### src/rtl/da_fir_core.sv
// Bit-serial distributed-arithmetic FIR: drives one ROM address per sample bit (LSB first),
// sign-corrects the offset-binary ROM word and shift-accumulates it into y[n] = sum A_k*x[n-k].
module da_fir_core #(
  parameter int data_width = 16,
  parameter int taps       = 3,
  parameter int word_width = 16,
  parameter logic signed [word_width+data_width:0] offset = '0
) (
  input  logic                             clk,
  input  logic                             rst,
  input  logic [data_width-1:0]            in_data,
  input  logic                             in_valid,
  output logic                             in_ready,
  output logic [taps-1:0]                  rom_address,
  output logic                             rom_en,
  input  logic [word_width-1:0]            rom_data,
  output logic [word_width+data_width-1:0] out_data,
  output logic                             out_valid,
  input  logic                             out_ready
);

  localparam int AW = word_width + data_width + 1;
  localparam int CW = (data_width > 1) ? $clog2(data_width) : 1;
  localparam logic [CW-1:0] LAST_BIT = CW'(data_width - 1);

  typedef enum logic [1:0] {
    IDLE = 2'd0,
    CALC = 2'd1,
    DONE = 2'd2
  } state_t;

  state_t                 state_q, state_d;
  logic [data_width-1:0]  tap_q [taps];
  logic [data_width-1:0]  tap_d [taps];
  logic signed [AW-1:0]   acc_q, acc_d;
  logic [CW-1:0]          bit_q, bit_d;

  logic [taps-1:0]        addr_w;
  logic signed [AW-1:0]   rom_ext;
  logic signed [AW-1:0]   r_corr;
  logic signed [AW-1:0]   term;

  // Column of sample bits at the current bit position, one per tap.
  always_comb begin
    addr_w = '0;
    for (int k = 0; k < taps; k++) begin
      addr_w[k] = tap_q[k][bit_q];
    end
  end

  // The ROM only stores half the table; when address[0] is set it returns the
  // entry for the complemented address, which is the negated value we need.
  assign rom_ext = {{(AW-word_width){rom_data[word_width-1]}}, rom_data};
  assign r_corr  = addr_w[0] ? -rom_ext : rom_ext;
  assign term    = r_corr <<< bit_q;

  always_comb begin
    state_d     = state_q;
    acc_d       = acc_q;
    bit_d       = bit_q;
    for (int k = 0; k < taps; k++) begin
      tap_d[k] = tap_q[k];
    end
    in_ready    = 1'b0;
    out_valid   = 1'b0;
    rom_en      = 1'b0;
    rom_address = '0;

    case (state_q)
      IDLE: begin
        in_ready = 1'b1;
        if (in_valid) begin
          tap_d[0] = in_data;
          for (int k = 1; k < taps; k++) begin
            tap_d[k] = tap_q[k-1];
          end
          acc_d   = offset;
          bit_d   = '0;
          state_d = CALC;
        end
      end
      CALC: begin
        rom_en      = 1'b1;
        rom_address = addr_w;
        // The sample MSB carries negative weight in two's complement.
        if (bit_q == LAST_BIT) begin
          acc_d   = acc_q - term;
          bit_d   = '0;
          state_d = DONE;
        end else begin
          acc_d = acc_q + term;
          bit_d = bit_q + CW'(1);
        end
      end
      DONE: begin
        out_valid = 1'b1;
        if (out_ready) begin
          state_d = IDLE;
        end
      end
      default: begin
        state_d = IDLE;
      end
    endcase
  end

  always_ff @(posedge clk) begin
    if (rst) begin
      state_q <= IDLE;
      acc_q   <= '0;
      bit_q   <= '0;
      for (int k = 0; k < taps; k++) begin
        tap_q[k] <= '0;
      end
    end else begin
      state_q <= state_d;
      acc_q   <= acc_d;
      bit_q   <= bit_d;
      for (int k = 0; k < taps; k++) begin
        tap_q[k] <= tap_d[k];
      end
    end
  end

  // The accumulator holds 2*y; the halving is exact for a well-formed ROM.
  assign out_data = acc_q[AW-1:1];

endmodule
### config.mk
export PLATFORM = sky130hd
export DESIGN_NAME = da_fir_core
export DESIGN_NICKNAME = d
export VERILOG_FILES = /design/src/rtl/da_fir_core.sv
export SDC_FILE = /design/constraint.sdc
export NUM_CORES = 1
export LEC_CHECK = 0
export CAP_MARGIN = 20
export CORE_MARGIN = 2
export CORE_UTILIZATION = 65
export CTS_BUF_LIST = sky130_fd_sc_hd__clkbuf_16
export CTS_CLUSTER_DIAMETER = 60
export DETAILED_ROUTE_END_ITERATION = 8
export PLACE_DENSITY = 0.88
export SLEW_MARGIN = 5
export SYNTH_ARGS = -nofsm -noshare
export SYNTH_HDL_FRONTEND = slang
export SYNTH_SLANG_ARGS = --single-unit
### constraint.sdc
create_clock -name clk -period 15.3 [get_ports clk]
set_input_delay 3.06 -clock clk [delete_from_list [all_inputs] [get_ports clk]]
set_output_delay 3.06 -clock clk [all_outputs]
set_load 0.01 [all_outputs]
==> results.sh <==
export IMPL_status="finished clean"
export IMPL_initial_core_util_pct=67.27
export IMPL_slew_headroom_pct=23.85
export IMPL_post_route_min_period_ns=9.825
export IMPL_synth_edf_count=0
export IMPL_synth_ff_type="dfxtp_1"
export IMPL_drive_gt1_share_pct=8.173
export IMPL_ff2ff_setup_slack_ns=7.39
export IMPL_cts_sinks=87
export IMPL_cp_arrival_ns=10.07
export IMPL_max_freq_mhz=101.8
export IMPL_syn_area_mm2=0.008979
export IMPL_hold_path_end="tap_q[0][36]"
export IMPL_reg2reg_from="bit_q[0]"
export IMPL_drv_cap=0
export IMPL_yosys_top_cells_count="176 x nand2_1, 123 x a21oi_1, 99 x nor2_1"
export IMPL_antenna_found_initial=0
export IMPL_yosysMostFrequentCell="nand2_1"
export IMPL_die_y_um=121.5
export IMPL_antenna_left=0
export IMPL_critPathKind="input port to register"
export IMPL_post_cts_resized=0
export IMPL_final_area_mm2=0.009718
export IMPL_rsz0062_at_grt="false"
export IMPL_firstDrtPassIters=6
export IMPL_grt_max_degree=84
export IMPL_min_delay_start="tap_q[0][36]"
export IMPL_rows=42
export IMPL_ctsHoldBuffers=0
export IMPL_vias_per_cell=6.766
export IMPL_clkTransAtPathRegs_ns=0.07
export IMPL_fin_nets=1268
export IMPL_slowest_delay_ns=0.61
export IMPL_clock_latency_ns=0.36
export IMPL_place_gp_congestion=0.9840
export IMPL_yosys_top_cells_area="dfxtp_1 19%, nand2_1 7.4%, a21oi_1 6.9%"
export IMPL_hold_class="register to register"
export IMPL_wire_per_inst_um=18.45
export IMPL_coreArea_mm2=0.01335
export IMPL_syn_num_nets=1288
export IMPL_antenna_cells=0
export IMPL_reg2regPathDepth=24
export IMPL_via_count=9303
export IMPL_p_leak_nw=3.577
export IMPL_cts_buffers=9
export IMPL_power_w=0.0008708
export IMPL_placed_area_mm2=0.009409
export IMPL_dieWidth_um=121.5
export IMPL_p_per_area_mw_per_mm2=89.60
export IMPL_ys_seq_elements=87
export IMPL_use_met3_pct=5.150
export IMPL_grt_overflow=0
export IMPL_clk_path_buf_depth=2
export IMPL_cp_end_kind="register"
export IMPL_tns_ns=0
export IMPL_dieArea_mm2=0.01477
export IMPL_rr_endpoint="acc_q[29]"
export IMPL_finalSetupViolCount=0
export IMPL_syn_inst=1214
export IMPL_drt_iter0_drc=1521
export IMPL_path_max_fanout=11
export IMPL_min_path_cells=2
export IMPL_critical_path_required_ns=15.55
export IMPL_place_hpwl_um=18180
export IMPL_critPathLaunchType="input port"
export IMPL_drv_slew=0
export IMPL_htreeDepth=3
export IMPL_grt_pass1_vias=8132
export IMPL_synth_top_cell_area_share_pct=19.40
export IMPL_ir_drop_mv=0.06184
export IMPL_cts_tree="yes"
export IMPL_synth_top_cell_by_area="dfxtp_1"
export IMPL_track_usage_pct=34.24
export IMPL_tightestPinTransition_ns=1.134
export IMPL_port_buffers=73
export IMPL_cp_slowest_cell="clkdlybuf4s50_1"
export IMPL_ys_types=96
export IMPL_cts_setup_buffers=0
export IMPL_async_flop_share_pct=0
export IMPL_fin_crit_sh_pct=64.22
export IMPL_grt_pass1_wl_um=40860
export IMPL_top_usage_layer="met2"
export IMPL_drc=0
export IMPL_hold_viol=0
export IMPL_avgSynthCellArea_um2=7.396
export IMPL_synth_warning_count=0
export IMPL_yosysSeqAreaShare_pct=19.40
export IMPL_clockRootBuffer="clkbuf_16"
export IMPL_use_met1_pct=47.19
export IMPL_routed_wl_um=25370
export IMPL_clock_skew_ns=0.01143
export IMPL_met2_usage_pct=54.53
export IMPL_pin_count=74
export IMPL_area_delta_synth_final_pct=8.236
-- power breakdown --
part	leakage (nW)	total, W	switching, W	internal (W)
Clock	0.142	0.000216	0.000102	0.000114
Combinational	2.72	0.000396	0.000229	0.000167
Sequential	0.710	0.000259	0.0000156	0.000243
Total	3.58	0.000871	0.000346	0.000525
-- worst max-delay path by stage --
stage | cells after the start | to | from | slack (ns)
3_3_place_gp | 25 | acc_q[29] | rom_data[0] | 5.64
3_5_place_dp | 25 | acc_q[29] | rom_data[0] | 5.36
2_1_floorplan | 27 | acc_q[32] | rom_data[0] | 6.69
6_report | 25 | acc_q[29] | rom_data[0] | 5.47
5_1_grt | 25 | acc_q[29] | rom_data[0] | 4.91
4_1_cts | 25 | acc_q[29] | rom_data[0] | 5.67
-- worst max-delay path: cells and delay by family --
family	cells	cell delay (ns)
compound gates	14	4.22
simple gates	6	1.12
fa+ha+maj	2	0.67
xor+xnor	1	0.16
buf+inv	2	0.82
-- metal layers --
metal	vias up	routed length [um]
met3	81	2325
met4	0	754
li1	4382	-
met5	-	0
met1	4295	10640
met2	545	11650
-- placed cells by master, fill, tap and decap left out, drive strengths merged, types with 15 or more instances in the layout --
cell type	n
a31oi	22
nor2	99
a21oi	124
inv	37
xnor2	48
nand2	177
a22oi	17
ha	37
mux2i	23
dfxtp	87
nand3	35
a211oi	18
o21ai	45
clkdlybuf4s50	72
or3	15
nor4	18
nor3	39
xor2	25
-- sequential cells by signal (all words and copies together), names as in the netlist --
signal and count:
bit_q 4, tap_q 48, state_q 2, acc_q 33
-- layout make-up --
type	instances	area (um2)
Tap cell	176	220.2
Inverter	33	123.9
Clock inverter	7	63.81
Fill cell	1093	3630
Multi-Input combinational cell	979	6520
Timing Repair Buffer	84	820.8
Sequential cell	87	1744
Clock buffer	9	225.2
-- through the flow --
| stage | std cells | setup slack, ns | hold slack [ns] | utilization (%) |
|---|---|---|---|---|
| 2_1_floorplan | 1214 | 6.686 | 0.4331 | - |
| 3_3_place_gp | 1358 | 5.635 | 0.4395 | 70.49 |
| 3_5_place_dp | 1358 | 5.359 | 0.4474 | 70.49 |
| 4_1_cts | 1374 | 5.671 | 0.4595 | 72.66 |
| 5_1_grt | 1375 | 4.915 | 0.4842 | 72.81 |
| 6_report | 1375 | 5.475 | 0.4592 | 72.81 |
-- logic make-up after synthesis --
logic type	after synthesis	share of synthesized area [%]
buf+inv	148	8.027
flops	87	19.40
fa+ha+maj	38	5.379
simple gates	461	25.28
mux	46	6.996
xor+xnor	73	7.121
compound gates	361	27.80
Power figures use the tool's default switching activity.
